===== src/rtl/cpu_types_pkg.sv =====
// Shared CPU-side types: RAM handshake state, arbiter FSM states and word-address width.
package cpu_types_pkg;

  typedef enum logic [1:0] {
    FREE,
    BUSY,
    ACCESS,
    ERROR
  } ramstate_t;

  typedef enum logic [2:0] {
    IDLE,
    IGRANT,
    DREAD,
    DWRITE,
    SCFAIL
  } arb_state_t;

  localparam int unsigned WORD_ADDR_W = 30;

endpackage


===== src/rtl/llsc_link_reg.sv =====
// LL/SC link register: remembers the word address of the last LL and compares it against the current data address.
module llsc_link_reg
  import cpu_types_pkg::*;
(
  input  logic                   clk_i,
  input  logic                   rst_i,
  input  logic                   set_i,
  input  logic                   clr_i,
  input  logic [WORD_ADDR_W-1:0] set_addr_i,
  input  logic [WORD_ADDR_W-1:0] cmp_addr_i,
  output logic                   hit_o
);

  logic                   valid_q, valid_d;
  logic [WORD_ADDR_W-1:0] addr_q, addr_d;

  always_comb begin
    valid_d = valid_q;
    addr_d  = addr_q;
    if (set_i) begin
      valid_d = 1'b1;
      addr_d  = set_addr_i;
    end else if (clr_i) begin
      valid_d = 1'b0;
    end
  end

  always_ff @(posedge clk_i or posedge rst_i) begin
    if (rst_i) begin
      valid_q <= 1'b0;
      addr_q  <= '0;
    end else begin
      valid_q <= valid_d;
      addr_q  <= addr_d;
    end
  end

  assign hit_o = valid_q && (addr_q == cmp_addr_i);

endmodule


===== src/rtl/memory_arbiter.sv =====
// Shares the single RAM port between instruction fetch and data access, with LL/SC
// link tracking, an instruction starvation guard and a RAM watchdog.
module memory_arbiter
  import cpu_types_pkg::*;
#(
  parameter int unsigned STARVE_LIMIT = 4,
  parameter int unsigned TIMEOUT      = 255
) (
  input  logic        CLK,
  input  logic        RST,
  input  logic        iREN,
  input  logic [31:0] iaddr,
  output logic        iwait,
  output logic [31:0] iload,
  input  logic        dREN,
  input  logic        dWEN,
  input  logic        datomic,
  input  logic [31:0] daddr,
  input  logic [31:0] dstore,
  output logic        dwait,
  output logic [31:0] dload,
  output logic        ramREN,
  output logic        ramWEN,
  output logic [31:0] ramaddr,
  output logic [31:0] ramstore,
  input  logic [31:0] ramload,
  input  ramstate_t   ramstate,
  output logic        err
);

  localparam int unsigned SW = $clog2(STARVE_LIMIT + 1);

  arb_state_t      state_q, state_d;
  logic [7:0]      to_cnt_q, to_cnt_d;
  logic [SW-1:0]   starve_q, starve_d;
  logic            atomic_q, atomic_d;
  logic            err_q, err_d;

  logic grant, timeout, access, done, fail;
  logic d_req, starved, i_done, data_done;
  logic link_hit, link_set, link_clr;

  assign d_req     = dREN | dWEN;
  assign grant     = (state_q == IGRANT) || (state_q == DREAD) || (state_q == DWRITE);
  assign timeout   = (to_cnt_q == 8'(TIMEOUT));
  assign access    = (ramstate == ACCESS);
  assign done      = grant && (access || (ramstate == ERROR) || timeout);
  assign fail      = done && !access;
  assign starved   = iREN && (starve_q == SW'(STARVE_LIMIT));
  assign i_done    = (state_q == IGRANT) && done;
  assign data_done = (((state_q == DREAD) || (state_q == DWRITE)) && done) || (state_q == SCFAIL);

  // Any error completion or SC outcome invalidates the reservation; a plain store only on a hit.
  assign link_set = (state_q == DREAD) && done && !fail && atomic_q;
  assign link_clr = fail || (state_q == SCFAIL) ||
                    ((state_q == DWRITE) && done && (atomic_q || link_hit));

  llsc_link_reg u_link (
    .clk_i      (CLK),
    .rst_i      (RST),
    .set_i      (link_set),
    .clr_i      (link_clr),
    .set_addr_i (daddr[31:2]),
    .cmp_addr_i (daddr[31:2]),
    .hit_o      (link_hit)
  );

  always_comb begin
    state_d  = state_q;
    to_cnt_d = to_cnt_q;
    atomic_d = atomic_q;
    unique case (state_q)
      IDLE: begin
        to_cnt_d = '0;
        if (d_req && !starved) begin
          atomic_d = datomic;
          if (dWEN) state_d = (datomic && !link_hit) ? SCFAIL : DWRITE;
          else      state_d = DREAD;
        end else if (iREN) begin
          state_d = IGRANT;
        end
      end
      IGRANT, DREAD, DWRITE: begin
        if (done) state_d = IDLE;
        else      to_cnt_d = to_cnt_q + 8'd1;
      end
      SCFAIL:  state_d = IDLE;
      default: state_d = IDLE;
    endcase
  end

  always_comb begin
    starve_d = starve_q;
    if (i_done)
      starve_d = '0;
    else if (data_done)
      starve_d = !iREN ? '0 : (starve_q == SW'(STARVE_LIMIT)) ? starve_q : starve_q + SW'(1);
    err_d = err_q | fail;
  end

  always_ff @(posedge CLK or posedge RST) begin
    if (RST) begin
      state_q  <= IDLE;
      to_cnt_q <= '0;
      starve_q <= '0;
      atomic_q <= 1'b0;
      err_q    <= 1'b0;
    end else begin
      state_q  <= state_d;
      to_cnt_q <= to_cnt_d;
      starve_q <= starve_d;
      atomic_q <= atomic_d;
      err_q    <= err_d;
    end
  end

  always_comb begin
    ramREN   = (state_q == IGRANT) || (state_q == DREAD);
    ramWEN   = (state_q == DWRITE);
    ramaddr  = '0;
    ramstore = '0;
    if (state_q == IGRANT)
      ramaddr = iaddr;
    else if ((state_q == DREAD) || (state_q == DWRITE))
      ramaddr = daddr;
    if (state_q == DWRITE)
      ramstore = dstore;

    iload = (i_done && !fail) ? ramload : '0;
    dload = '0;
    if ((state_q == DREAD) && done && !fail)
      dload = ramload;
    else if ((state_q == DWRITE) && done && !fail && atomic_q)
      dload = 32'd1;

    iwait = iREN & !i_done;
    dwait = d_req & !data_done;
  end

  assign err = err_q;

endmodule


===== config.mk =====
export PLATFORM = sky130hd
export DESIGN_NAME = memory_arbiter
export DESIGN_NICKNAME = d
export VERILOG_FILES = /design/src/rtl/cpu_types_pkg.sv /design/src/rtl/llsc_link_reg.sv /design/src/rtl/memory_arbiter.sv
export SDC_FILE = /design/constraint.sdc
export NUM_CORES = 1
export LEC_CHECK = 0
export ABC_CLOCK_PERIOD_IN_PS = 1900
export CAP_MARGIN = 15
export CORE_MARGIN = 2
export CORE_UTILIZATION = 30
export DETAILED_ROUTE_END_ITERATION = 16
export PLACE_DENSITY = 0.76
export SLEW_MARGIN = 10
export SYNTH_ARGS = -nofsm -noshare
export SYNTH_HDL_FRONTEND = slang
export SYNTH_SLANG_ARGS = --single-unit

===== constraint.sdc =====
create_clock -name CLK -period 1.9 [get_ports CLK]
set_input_delay 0.475 -clock CLK [delete_from_list [all_inputs] [get_ports CLK]]
set_output_delay 0.475 -clock CLK [all_outputs]
set_load 0.01 [all_outputs]

# ---- After elaboration in Yosys (flattened, before gate mapping)
# Cells that the tools add are included.
dict set report word_totals {
  inputBits 136
  word_cells 86
  out_inout_bits 133
  ff_bits 47
}
dict set report op_classes {
  bitwise_logic 4
  n_eq_ne 13
  n_addsub 2
  muxes 20
  reduce_logical 40
}
# op count
set ops {}
lappend ops {{$mux W32} 5}
lappend ops {{$eq A30 B30 Y1} 1}
lappend ops {{$mux W3} 9}
lappend ops {{$logic_and A1 B1 Y1} 16}
lappend ops {{$pmux W8 S2} 1}
lappend ops {{$logic_or A1 B1 Y1} 9}
lappend ops {{$add A8 B1 Y8 const B} 1}
lappend ops {{$eq A8 B8 Y1 const B} 1}
lappend ops {{$mux W8} 1}
lappend ops {{$reduce_and A2 Y1} 4}
lappend ops {{$eq A3 B2 Y1 const B} 2}
lappend ops {{$eq A3 B3 Y1 const B} 2}
lappend ops {{$logic_not A1 Y1} 6}
lappend ops {{$ne A3 B3 Y1 const B} 2}
lappend ops {{$pmux W3 S2} 1}
lappend ops {{$reduce_bool A2 Y1} 3}
lappend ops {{$eq A2 B2 Y1 const B} 2}
lappend ops {{$ne A2 B2 Y1 const B} 2}
lappend ops {{$add A3 B1 Y3 const B} 1}
lappend ops {{$eq A3 B1 Y1 const B} 1}
lappend ops {{$logic_not A3 Y1} 1}
lappend ops {{$mux W1} 3}
lappend ops {{$reduce_or A3 Y1} 1}
lappend ops {{$and A1 B1 Y1} 2}
lappend ops {{$or A1 B1 Y1} 2}

# ---- Logic depth before layout (Yosys ltp)
# Gate-level depths: netlist of the first run.
dict set report logic_depth {
  depth_word 10
  mapped_depth 7
}

# ---- By module
# A second synthesis of the first run with hierarchy kept.
dict set report hier_totals {
  cells_unflattened 362
  area_unflattened_um2 3453.3
}
# module cells_each n_inst area_each_um2
set by_module_without_submodules {}
lappend by_module_without_submodules {memory_arbiter 255 1 1980.6}
lappend by_module_without_submodules {llsc_link_reg 107 1 1472.7}

# ---- Worst setup path before layout of the first run
# OpenSTA, ideal clock, no wires.
dict set report synth_timing {
  path_type {register to output}
  start {reg to_cnt_q[0]}
  end {out iload[10]}
  path_buffers 1
  stages_incl_launch_ff 7
  required_time_ns 1.425
  setup_slack_ns -0.141
  arrival_ns 1.566
  cell_sequence {dfrtp_1 -> ha_1 -> and3_1 -> a21oi_2 -> nor2_2 -> clkbuf_1 -> and3_1}
}
dict set report synth_between {
  elab_chain_len 7
  word_cells_on_any_way 8
  cone_classes {eq/ne (1); mux (1); reduce/logical (6)}
}
# item line_no
set synth_lines {}
lappend synth_lines {{start, declared} memory_arbiter.sv:34} ;# logic [7:0] to_cnt_q, to_cnt_d;
lappend synth_lines {{start signal, assigned} memory_arbiter.sv:110} ;# to_cnt_q <= to_cnt_d;
lappend synth_lines {{$eq A8 B8 Y1 (*)} memory_arbiter.sv:45} ;# assign timeout = (to_cnt_q == 8'(TIMEOUT));
lappend synth_lines {{$logic_or A1 B1 Y1 (*)} memory_arbiter.sv:47} ;# assign done = grant && (access || (ramstate == ERROR) || timeout);
lappend synth_lines {{$logic_and A1 B1 Y1 (*)} memory_arbiter.sv:47}
lappend synth_lines {{$logic_and A1 B1 Y1} memory_arbiter.sv:48} ;# assign fail = done && !access;
lappend synth_lines {{$logic_not A1 Y1} memory_arbiter.sv:129} ;# iload = (i_done && !fail) ? ramload : '0;
lappend synth_lines {{$logic_and A1 B1 Y1 (*)} memory_arbiter.sv:129}
lappend synth_lines {{$mux W32 (*)} memory_arbiter.sv:129}
lappend synth_lines {{end, declared} memory_arbiter.sv:14} ;# output logic [31:0] iload,
# Mark *: on every way between the ends. The rest lies on a longest branch, timed or not.

# ---- Worst setup path in the final report of the first run
dict set report layout_timing {
  start {reg to_cnt_q[1]}
  end {out dload[0]}
}
dict set report layout_between {
  elab_chain_len 9
  word_cells_on_any_way 12
  cone_classes {eq/ne (1); mux (2); reduce/logical (9)}
}
# item line_no
set layout_lines {}
lappend layout_lines {{$eq A8 B8 Y1 (*)} memory_arbiter.sv:45}
lappend layout_lines {{$logic_or A1 B1 Y1 (*)} memory_arbiter.sv:47}
lappend layout_lines {{$logic_and A1 B1 Y1 (*)} memory_arbiter.sv:47}
lappend layout_lines {{$logic_and A1 B1 Y1} memory_arbiter.sv:48}
lappend layout_lines {{$logic_not A1 Y1} {memory_arbiter.sv:131, memory_arbiter.sv:133}}
lappend layout_lines {{$logic_and A1 B1 Y1 (2 in a row)} memory_arbiter.sv:133} ;# else if ((state_q == DWRITE) && done && !fail && atomic_q)
lappend layout_lines {{$mux W1} memory_arbiter.sv:133}
lappend layout_lines {{$mux W32 (*)} memory_arbiter.sv:131} ;# if ((state_q == DREAD) && done && !fail)
lappend layout_lines {{end, declared} memory_arbiter.sv:21} ;# output logic [31:0] dload,
# Marks and branches as above.

==> results.json, run 1 <==
{
  "power.density_nw_per_um2": 1020,
  "crit_path_max_incr_delay_ns": 0.39,
  "io_pins": 269,
  "leakage_uw": 0.00408,
  "muxShareOfSynthArea": 0.122,
  "die_y_um": 113,
  "fillCellCount": 805,
  "hp-class": "reg -> reg",
  "hold_viol_final": 0,
  "drive_gt1_frac": 0.535,
  "die_area_um2": 12700,
  "min_delay_worst_endpoint": "err$_DFF_PP0_",
  "cp_cell_sequence": "ha_2 -> and3_4 -> a21oi_4 -> nor2_4 -> buf_12 -> a32o_1 -> buf_2",
  "cts_made_buffers": 5,
  "holdWs_ns": 0.498,
  "violations": "setup timing",
  "placed_cells": 818,
  "fin_nets": 868,
  "crit_arrival_ns": 1.88,
  "timing.rr.end": "u_link.addr_q[12]$_DFFE_PP0P_",
  "cts_tree": "yes",
  "final_cell_area_um2": 8160,
  "crit_cells": 7,
  "layout_setup_ws_ns": -0.453,
  "fin_crit_sh": 1.24,
  "syn2layout_area_growth_pct": 130,
  "total_power_uw": 8340,
  "layout.cells.non_filler": 872,
  "clock.fmax_ghz": 0.425,
  "drv_cap": 0,
  "ant_nets": 0,
  "dp_hpwl_um": 10800,
  "syn_avg_cell_area_um2": 9.62,
  "postRouteWirelength_um": 17700,
  "overflow": 0,
  "clock_latency_ns": 0.29,
  "synth_edf_count": 0,
  "min_period_ns": 2.35,
  "synth_compound_area_frac": 0.124,
  "ys_dominant_reg_cell": "dfrtp_1",
  "grt_antenna_before_repair": 0,
  "synthAdderAreaFrac": 0.0106,
  "cp_top_family": "compound AO/OA/AOI/OAI gates",
  "yosys.area.top_type": "dfrtp_1",
  "placed_area_um2": 6870,
  "diodes": 0,
  "synth_xor_area_frac": 0.0889,
  "grt_usage": 0.239,
  "die_w_um": 113,
  "reg2reg_from": "state_q[1]$_DFFE_PP0P_",
  "endpoint_kind": "primary output",
  "clockBufferDepth": 2,
  "postCtsHoldBufs": 0,
  "drt_pass1_iterations": 4,
  "htree_levels": 2,
  "yosysMostFrequentCell": "and3_1",
  "grt_pass1_wl_um": 24600,
  "grt_pass1_vias": 4829,
  "synth-simple-area-share": 0.277,
  "slowest_stage": "dfrtp_1",
  "gp_congestion": 0.809,
  "yosys_warnings": 0,
  "min_from": "err$_DFF_PP0_",
  "setup_violations": 162,
  "post-route-drc-count": 0,
  "slew_violations": 0,
  "synthTopCellsByCount": "66 x and3_1, 47 x dfrtp_1, 32 x a22o_1, 32 x and2_1",
  "core-area_um2": 11500,
  "reg2reg_slack_ns": -0.31,
  "dr_total_vias": 4459,
  "syn-num-nets": 508,
  "critical_path_class": "reg -> out",
  "post_drt_wl_per_cell_um": 20.3,
  "start_kind": "register",
  "ys_seq_area_frac": 0.331,
  "crit_fanout": 17,
  "worstMarginPinSlew_ns": 0.431,
  "status": "finished, violations left",
  "start_util": 0.309,
  "ctsRootBufferMaster": "clkbuf_16",
  "yosysUniqueCellTypes": 45,
  "hold-path-cell-count": 1,
  "fin_worst_skew_ns": 0.00776,
  "async_flop_share": 1.00,
  "rr_worst_depth": 11,
  "cts.clk_slew.worst_paths_ns": 0.06,
  "ir_drop_mv": 0.594,
  "grt_max_degree": 48,
  "rsz0062_at_grt": "true",
  "synth_top_family_by_area": "simple AND/OR/NAND/NOR gates",
  "yosysTopAreaCellShare": 0.331,
  "relSlewSlack": 0.712,
  "drt_iter0_markers": 160,
  "rows": 39,
  "cp_num_buf_inv": 2,
  "yosys_register_bits": 47,
  "vias_per_cell": 5.11,
  "cts_sinks": 47,
  "cp.required_ns": 1.42,
  "synth_top_cells_by_area": "dfrtp_1 33%, and3_1 12%, mux2_4 8.5%, a22o_1 7.9%, and2_1 5.6%",
  "syn_area_um2": 3550,
  "postSynthCellCount": 369,
  "io_buffers": 268
}
[routing by layer]
layer  share of wire  wire, µm  vias to the layer above  track usage
met1            0.39      6890                     2184        0.286
met4           0.015       269                        0       0.0659
met3           0.057      1010                       28       0.0423
li1                -         -                     2062            -
met5               0         0                        -            0
met2            0.54      9520                      185        0.439
[timing repair]
action                                  in CTS  in global routing
resized for setup                          589                197
gates cloned                                 9                  8
buffers inserted                            24                 10
pin swaps                                   42                 70
endpoints found under the setup margin     166                167
[logic make-up (layout without fill, tap and decap cells)]
| family | after synthesis | after routing |
|---|---|---|
| AND/OR/NAND/NOR | 162 | 163 |
| XOR/XNOR | 36 | 36 |
| multiplexers | 32 | 32 |
| AO/OA/AOI/OAI | 55 | 55 |
| adder cells (fa/ha/maj) | 3 | 3 |
| flip-flops | 47 | 47 |
| buffers and inverters | 34 | 393 |
[how the worst max path moves through the flow]
| stage | to | startpoint | slack, ns |
|---|---|---|---|
| floorplan | ramaddr[11] | state_q[1]$_DFFE_PP0P_ | -0.03 |
| CTS | dload[0] | to_cnt_q[1]$_DFFE_PP0P_ | -0.42 |
| global placement | iload[0] | ramstate[1] | -0.84 |
| global route | dload[0] | to_cnt_q[1]$_DFFE_PP0P_ | -0.49 |
| finish | dload[0] | to_cnt_q[1]$_DFFE_PP0P_ | -0.45 |
| detailed placement | iload[0] | ramstate[1] | -0.88 |
[metrics by stage]
stage	setup TNS, ns	utilization	worst slack (ns)
3_5_place_dp	-93.96	0.599	-0.880
4_1_cts	-51.03	0.626	-0.420
3_3_place_gp	-88.25	0.599	-0.840
2_1_floorplan	-0.641	-	-0.0320
6_report	-52.09	0.711	-0.453
5_1_grt	-60.69	0.711	-0.491
[layout by cell type, fill, tap and decap left out, types with 4 or more instances in the layout]
cell type	synthesis	routed
clkdlybuf4s50_1	0	114
buf_6	4	89
buf_4	0	64
buf_2	5	62
dfrtp_1	47	45
and3_4	0	38
and2_4	0	32
a22o_1	32	32
mux2_4	20	30
and3_1	66	28
dlymetal6s2s_1	0	20
xor2_1	16	16
xnor2_1	20	13
clkbuf_16	0	11
buf_12	0	11
nor2_1	11	10
nand2_1	11	10
nand4_1	9	9
xnor2_2	0	7
buf_8	0	7
nand3_1	7	6
buf_16	0	5
nor4_2	0	4
o21ai_0	7	4
[report_power, final]
part	leakage (µW)	switching, µW	internal, µW	total, µW
Combinational	0.00342	2300	3280	5570
Clock	0.0000759	380	614	993
Sequential	0.000586	382	1400	1780
Total	0.00408	3060	5280	8340
[sequential cells by signal, summed over array words and instances (netlist names)]
| signal | flops |
|---|---|
| u_link.addr_q | 30 |
| to_cnt_q | 8 |
| starve_q | 3 |
| state_q | 3 |
| atomic_q | 1 |
| err | 1 |
| u_link.valid_q | 1 |
[area by class of cell]
type / count / area (µm²) / share of cell area
clock buffer: 5 / 125 / 0.0153
inverter: 4 / 15.0 / 0.00184
sequential: 47 / 1180 / 0.145
timing repair buffer: 382 / 3880 / 0.476
clock inverter: 2 / 37.5 / 0.00460
multi-input combinational: 289 / 2740 / 0.336
tap: 143 / 179 / 0.0219
(Power assumes the default switching activity.)
==> run 2, diff against run 1 <==
--- a/config.mk
+++ b/config.mk
@@ -9,6 +9,7 @@
 export CAP_MARGIN = 15
 export CORE_MARGIN = 2
 export CORE_UTILIZATION = 30
+export CTS_CLUSTER_DIAMETER = 100
 export DETAILED_ROUTE_END_ITERATION = 16
 export PLACE_DENSITY = 0.76
 export SLEW_MARGIN = 10
==> results of run 2 <==
No change in the layout: final DEF, timing and power equal those of run 1.
==> run 3, diff against run 2 <==
--- a/config.mk
+++ b/config.mk
@@ -12,6 +12,7 @@
 export CTS_CLUSTER_DIAMETER = 100
 export DETAILED_ROUTE_END_ITERATION = 16
 export PLACE_DENSITY = 0.76
+export RECOVER_POWER = 100
 export SLEW_MARGIN = 10
 export SYNTH_ARGS = -nofsm -noshare
 export SYNTH_HDL_FRONTEND = slang
==> run 3 against run 2 <==
Effect of this change:
- the flow still finishes with violations (setup timing)
- combinational power about the same
- total power about the same
- sequential power about the same
- highest routed layer unchanged
- worst setup slack about the same
- clock skew decreased by 0.00057 ns
- clock-buffer cell count unchanged
- final area decreased by 0.18%
- wire length about the same
- critical path type unchanged
==> results.json, run 3 (same netlist as run 1, synthesis figures left out) <==
{
  "cp.required_ns": 1.42,
  "fin_nets": 868,
  "busiest_layer": "met2",
  "reg_top3": "u_link.addr_q (30), to_cnt_q (8)",
  "final_cell_area_um2": 8140,
  "clockBufferDepth": 2,
  "crit_arrival_ns": 1.88,
  "relSlewSlack": 0.171,
  "die_w_um": 113,
  "layout_setup_ws_ns": -0.453,
  "cts.clk_slew.worst_paths_ns": 0.06,
  "use_met2": 0.439,
  "dr_total_vias": 4479,
  "htree_levels": 2,
  "use_met3": 0.0423,
  "final_cell_mix": "113 x clkdlybuf4s50_1, 89 x buf_6, 64 x buf_4",
  "start_kind": "register",
  "start_util": 0.309,
  "endpoint_kind": "primary output",
  "cts_sinks": 47,
  "worstMarginPinSlew_ns": 1.24,
  "diodes": 0,
  "rsz0062_at_grt": "true",
  "clock_latency_ns": 0.29,
  "grt_pass1_vias": 4829,
  "placed_area_um2": 6870,
  "dp_hpwl_um": 10800,
  "critical_path_class": "reg -> out",
  "rows": 39,
  "grt_util_met1": 0.286,
  "hp-class": "reg -> reg",
  "core-area_um2": 11500,
  "grt_max_degree": 48,
  "post-route-drc-count": 0,
  "holdWs_ns": 0.493,
  "cts_tree": "yes",
  "slew_violations": 0,
  "die_area_um2": 12700,
  "drt_pass1_iterations": 4,
  "fin_crit_sh": 1.24,
  "ctsRootBufferMaster": "clkbuf_16",
  "final_common_cell": "clkdlybuf4s50_1",
  "syn2layout_area_growth_pct": 129,
  "drv_cap": 0,
  "die_y_um": 113,
  "setup_violations": 162,
  "status": "finished, violations left",
  "total_power_uw": 8340,
  "post_drt_wl_per_cell_um": 20.3,
  "fin_worst_skew_ns": 0.00720,
  "grt_usage": 0.239,
  "cts_made_buffers": 5,
  "min_period_ns": 2.35,
  "violations": "setup timing",
  "overflow": 0,
  "ant_nets": 0,
  "gp_congestion": 0.809,
  "drive_gt1_frac": 0.535,
  "leakage_uw": 0.00407,
  "grt_antenna_before_repair": 0,
  "postRouteWirelength_um": 17700,
  "largest_register_ffs": 30,
  "postCtsHoldBufs": 0,
  "io_pins": 269,
  "drt_iter0_markers": 162,
  "power.density_nw_per_um2": 1020,
  "crit_fanout": 17,
  "regMostFlops": "u_link.addr_q",
  "clock.fmax_ghz": 0.425,
  "grt_pass1_wl_um": 24600,
  "ir_drop_mv": 0.594,
  "hold_viol_final": 0,
  "vias_per_cell": 5.14,
  "io_buffers": 268
}
run 3: final cells by class:
cell class              instances  area, µm²
flip-flops and latches         47       1180
inverters                       4       15.0
repair buffers                382       3860
clock buffers                   5        125
clock inverters                 2       37.5
multi-input cells             289       2740
fillers                       807       3330
well taps                     143        179
run 3: final timing paths:
check | from | to | slack (ns) | depth (start not counted)
worst max register to register | state_q[1]$_DFFE_PP0P_ | u_link.addr_q[12]$_DFFE_PP0P_ | -0.31 | 11
worst min register to register | err$_DFF_PP0_ | err$_DFF_PP0_ | 0.49 | 1
max in group asynchronous | RST | state_q[2]$_DFFE_PP0P_ | 0.13 | 3
min in group asynchronous | RST | to_cnt_q[3]$_DFFE_PP0P_ | 0.91 | 3
worst max-delay path | to_cnt_q[1]$_DFFE_PP0P_ | dload[0] | -0.45 | 7
worst min-delay path | err$_DFF_PP0_ | err$_DFF_PP0_ | 0.49 | 1
run 3: stage by stage:
step,utilization,std cells,setup slack [ns],setup TNS (ns)
floorplan,-,369,-0.0320,-0.641
global placement,0.599,818,-0.840,-88.25
finish,0.710,872,-0.453,-52.31
detailed placement,0.599,818,-0.880,-93.96
global route,0.710,872,-0.491,-60.88
CTS,0.626,858,-0.420,-51.03
run 3: routing by layer:
metal | vias to the layer above | routed length [µm]
li1 | 2062 | -
met1 | 2192 | 6820
met2 | 195 | 9510
met3 | 30 | 1060
met4 | 0 | 291
met5 | - | 0
run 3: power breakdown:
| group | switching (µW) | internal [µW] |
|---|---|---|
| registers | 382 | 1400 |
| logic | 2290 | 3270 |
| clock network | 381 | 614 |
run 3: repair_timing:
item                                    in CTS  in global routing
resized for setup                          589                197
pin swaps                                   42                 70
buffers inserted                            24                 10
cloned                                       9                  8
endpoints found under the setup margin     166                167
run 3: critical path: stages (launching register included):
cell and delay (ns):
dfrtp_1 0.39, ha_2 0.21, and3_4 0.20, a21oi_4 0.17, nor2_4 0.08, buf_12 0.15, a32o_1 0.25, buf_2 0.14
==> patch 1 (config.mk and constraints of run 1) <==
The parameter `TIMEOUT` goes from 255 to 191.
--- a/src/rtl/memory_arbiter.sv
+++ b/src/rtl/memory_arbiter.sv
@@ -4,7 +4,7 @@
   import cpu_types_pkg::*;
 #(
   parameter int unsigned STARVE_LIMIT = 4,
-  parameter int unsigned TIMEOUT      = 255
+  parameter int unsigned TIMEOUT      = 191
 ) (
   input  logic        CLK,
   input  logic        RST,
Behaviour: same outputs for any inputs over 4 cycles, from zero or initial values and one cycle with RST high; that may be too few to reach the edited logic, so the function may still have changed.
==> patch 1 against run 1 <==
The run still ends with negative setup slack left. Final cell count up 1.0%. Fmax rose by 0.15%. Setup slack better by 0.0035 ns. Area after synthesis down 1.3%. Design area grew 1.8%. Clock skew grew 0.0091 ns. Sequential cell count is the same. Routed wire length decreased by 1.4%. Via count rose by 1.1%. Non-clock buffer count is 5 higher. Total power grew 1.1%. Highest routed layer unchanged.
==> patch 1: results (changes against run 1) <==
Clock network
  – Setup Fix Bufs, Post-CTS: 37 (+54%)
  – Resized cells post-CTS: 688 (+17%)

Global routing
  – Initial antenna violation count: 1 (+1)
  – GR Layer Usage met1: 28.5% (-0.097 points)
  – Vias in the first global route: 4,892 (+1.3%)
  – Met3 Track Usage GR: 4.64% (+0.41 points)
  – Global-route wire length before repair: 25,600 um (+4.4%)
  – Met2 Use GR: 49.8% (+5.9 points)
  – Total Routing Usage GR: 25.6% (+1.7 points)

Yosys
  – Post-synth top cells: and2_1, dfrtp_1, and3_1, a22o_1, xor2_1
  – Xor/xnor share of the synthesized area: 9.25% (+0.36 points)
  – Adder-cell area share of the yosys netlist: 1.07% (+0.014 points)
  – Seq/Total Area, Yosys: 33.6% (+0.43 points)
  – Post-Syn Area per Cell: 9.49 sq um (-1.3%)
  – Synth top area cells: dfrtp_1, and2_1, a22o_1, mux2_2, xor2_1
  – Mux cell area share after synthesis: 10.3% (-2.0 points)

STA
  – Worst setup margin: -0.450 ns (+0.00354 ns)
  – Post-Route Setup TNS: -46.86 ns (+5.23 ns)
  – Worst slew margin: 75.2% (+3.9 points)
  – Min Hold Slack: 0.520 ns (+0.0212 ns)
  – Setup violators final: 145 (-10%)

Layout
  – Share of cells above drive strength 1: 56.9% (+3.4 points)
  – Layout fillers: 777 (-3.5%)
  – Fin nets: 875 (+0.81%)

Place
  – Post-Place Cell Area: 6840 sq um (-0.51%)
  – Final HPWL DP: 10,900 um (+0.37%)
  – Cells after DPL: 820 (+0.24%)
  – Routability Congestion: 0.830 (+2.6%)

Outcome
  – Status: finished, violations left
  – Violated checks: negative setup slack

Detailed routing
  – Final wirelength: 17,400 um (-1.4%)
  – Met2 WL: 9320 um (-2.1%)
  – Routed len/inst: 19.8 um (-2.4%)
  – Metal-1 WL: 6540 um (-5.2%)
  – Initial DRC Count: 206 (+29%)
  – Met3 WL: 1110 um (+11%)

Worst setup path
  – Max FO, Critical Path: 8 (-9)
  – Reg2Reg Depth: 9 (-2)
  – R2r endpoint: u_link.addr_q[29]
  – R2r setup slk: -0.10 ns (+0.21 ns)

Power and ir drop
  – Leakage: 3.92 nW (-3.9%)
  – Peak VDD IR: 661 uV (+11%)
[patch 1: changes by cell type in the layout (fill, tap and decap cells not counted), sizes merged, moves of 12 or more]
cell / delta
dlymetal6s2s: -13
dlygate4sd2: +12
xor2: +12
buf: +13
and3: -33
and2: +31
[patch 1: critical path, delay by kind of cell, from the launching register on]
kind	cells	cell delay (ns)
buf+inv	5	0.57
flops	1	0.40
simple gates	3	0.62
[patch 1: layout make-up]
cell class                      count  area, sq um  area share [%]
Sequential cell                    47         1180            14.2
Multi-Input combinational cell    292         2710            32.6
Inverter                            3         11.3           0.136
Clock inverter                      3         22.5           0.271
Tap cell                          143          179            2.15
Clock buffer                        5          125            1.51
Antenna cell                        1         2.50          0.0301
Timing Repair Buffer              387         4080            49.1
[patch 1: power breakdown]
part | switching (mW) | leakage, nW | internal (mW)
Combinational | 2.41 | 3.26 | 3.41
Sequential | 0.319 | 0.587 | 1.40
Clock | 0.407 | 0.0742 | 0.493
Total | 3.14 | 3.92 | 5.30
==> patch 2 (settings of run 1) <==
Made on the original files. Take the reset off `addr_q` and load it in a clocked block of its own.
--- a/src/rtl/llsc_link_reg.sv
+++ b/src/rtl/llsc_link_reg.sv
@@ -28,11 +28,13 @@
   always_ff @(posedge clk_i or posedge rst_i) begin
     if (rst_i) begin
       valid_q <= 1'b0;
-      addr_q  <= '0;
     end else begin
       valid_q <= valid_d;
-      addr_q  <= addr_d;
     end
+  end
+
+  always_ff @(posedge clk_i) begin
+    addr_q <= addr_d;
   end
 
   assign hit_o = valid_q && (addr_q == cmp_addr_i);
Check against the original RTL: no difference found for any inputs over 10 cycles, from zero or initial values and one cycle with RST high; that may be too few to reach the edited logic, so the function may still have changed.
==> patch 2 against run 1 <==
The flow still finishes with violations (negative setup slack). Setup slack worse by 0.022 ns. Synthesized cell count down 10%. Routed wire length down 6.1%. Area after synthesis down 8.5%. Clock skew up 0.0016 ns. Total power down 26%. First-iteration DRC count up 54%. Design area down 9.9%. Sequential cell count unchanged. Critical path type unchanged. Critical endpoint is now iload[0]. Largest power group unchanged. Highest routed layer unchanged.
==> patch 2: results (changes against run 1) <==
Outcome
  – Status: finished, violations left
  – Violated checks: negative setup slack

Place
  – Final HPWL DP: 11,800 um (+9.1%)
  – Post-Place Cell Area: 6670 sq um (-2.9%)
  – Pre-CTS setup slack: -0.760 ns (+0.119 ns)
  – Routability Congestion: 0.906 (+12%)

Layout
  – Number of diodes: 0 (unchanged)
  – Share of cells above drive strength 1: 48.0% (-5.5 points)
  – Fin nets: 830 (-4.4%)

STA
  – Setup violators final: 162 (unchanged)
  – Worst setup margin: -0.476 ns (-0.0224 ns)
  – Worst slew margin: 77.9% (+6.7 points)
  – Layout Skew: 0.00934 ns (+0.00158 ns)

Detailed routing
  – Vias per inst: 4.96 (-3.0%)
  – Routed len/inst: 20.1 um (-1.1%)
  – Initial DRC Count: 247 (+54%)

Global routing
  – Initial antenna violation count: 0 (unchanged)
  – Total Routing Usage GR: 24.5% (+0.60 points)
  – Largest net degree at the start of global routing: 34 (-29%)
  – Vias in the first global route: 4,048 (-16%)
  – Global-route wire length before repair: 21,800 um (-11%)

Clock network
  – Number of H-tree levels: 2 (unchanged)
  – Clk Latency, worst-skew pair: 0.31 ns (+0.02 ns)
  – Clock Tree Root: clkbuf_8
  – Clock Path Buffers: 2 (unchanged)
  – Clock transition at path regs: 0.09 ns (+0.03 ns)

Yosys
  – Syn Nets: 471 (-7.3%)
  – Asr flop ratio synth: 36.2% (-64 points)
  – Seq/Total Area, Yosys: 40.8% (+7.7 points)
  – EDFF count, synth: 30 (+30)
  – Post-synth top cells: and2_1, a22o_1, and3_1, edfxtp_1, clkbuf_1
  – Library cells used by synthesis: 41 (-8.9%)
  – Synth top area cells: edfxtp_1, dfrtp_1, and2_1, a22o_1, and3_1

Worst setup path
  – R2r setup slk: -0.22 ns (+0.09 ns)
  – Worst EP arrival: 1.90 ns (+0.02 ns)
  – Worst setup startpoint: state_q[1]
  – Max FO, Critical Path: 8 (-9)
  – Worst r2r src: state_q[2]
  – Crit path to: iload[0]
  – R2r endpoint: u_link.addr_q[13]
  – Reg2Reg Depth: 10 (-1)

Worst hold path
  – Min-delay worst type: input port to flop

Power and ir drop
  – Leakage: 3.50 nW (-14%)
  – Peak VDD IR: 498 uV (-16%)
## patch 2: final cells by class
class	count	area (sq um)
clock buffer	6	82.6
sequential	47	1330
multi-input combinational	255	2100
fill	755	3070
inverter	5	18.8
clock inverter	2	16.3
tap	136	170
timing repair buffer	377	3630
## patch 2: timing repair
action	CTS	global route
resized for setup	375	330
pin swaps	23	40
cloned	3	7
endpoints found under the setup margin	136	167
setup buffers	20	15
## patch 2: stage by stage
| step | setup TNS, ns | hold WS (ns) | std cells |
|---|---|---|---|
| after CTS | -62.50 | 0.475 | 813 |
| after global routing | -58.21 | 0.420 | 828 |
| after global placement | -71.78 | 0.456 | 783 |
| final | -45.28 | 0.430 | 828 |
| after floorplan | -1.29 | 0.401 | 332 |
| after detailed placement | -76.70 | 0.461 | 783 |
## patch 2: worst min-delay path by stage
stage	startpoint	to	slack [ns]	depth (start not counted)
CTS	RST	to_cnt_q[5]	0.48	3
finish	daddr[28]	u_link.addr_q[26]	0.43	1
global route	daddr[28]	u_link.addr_q[26]	0.42	1
floorplan	RST	atomic_q	0.40	1
global placement	err	err	0.46	1
detailed placement	err	err	0.46	1
## patch 2: worst max-delay path: stages, from the launching register on
cell	delay [ns]
dfrtp_1	0.40
or3b_4	0.43
nor2_4	0.11
buf_6	0.11
buf_12	0.10
buf_8	0.11
buf_6	0.10
and2_4	0.14
buf_6	0.10
## patch 2: cell families (layout without fill, tap and decap cells)
group | count (synthesis) | after routing | share of synthesized area, %
flops | 47 | 47 | 40.8
xor+xnor | 31 | 31 | 8.36
compound gates | 69 | 69 | 17.6
fa+ha+maj | 3 | 3 | 1.16
mux | 3 | 3 | 0.963
buf+inv | 30 | 390 | 3.55
simple gates | 149 | 149 | 27.5
## patch 2: metal layers
| layer | vias up | part of all wire [%] | global-route usage, % |
|---|---|---|---|
| met3 | 17 | 11 | 11.5 |
| li1 | 1946 | - | - |
| met4 | 0 | 1.4 | 3.11 |
| met5 | - | 0 | 0 |
| met1 | 1961 | 36 | 27.6 |
| met2 | 183 | 51 | 43.4 |
## patch 2: power by group
group          internal (mW)  switching [mW]  total [mW]
combinational           2.32            1.84        4.16
sequential              1.24          0.0982        1.34
clock                  0.297           0.347       0.644
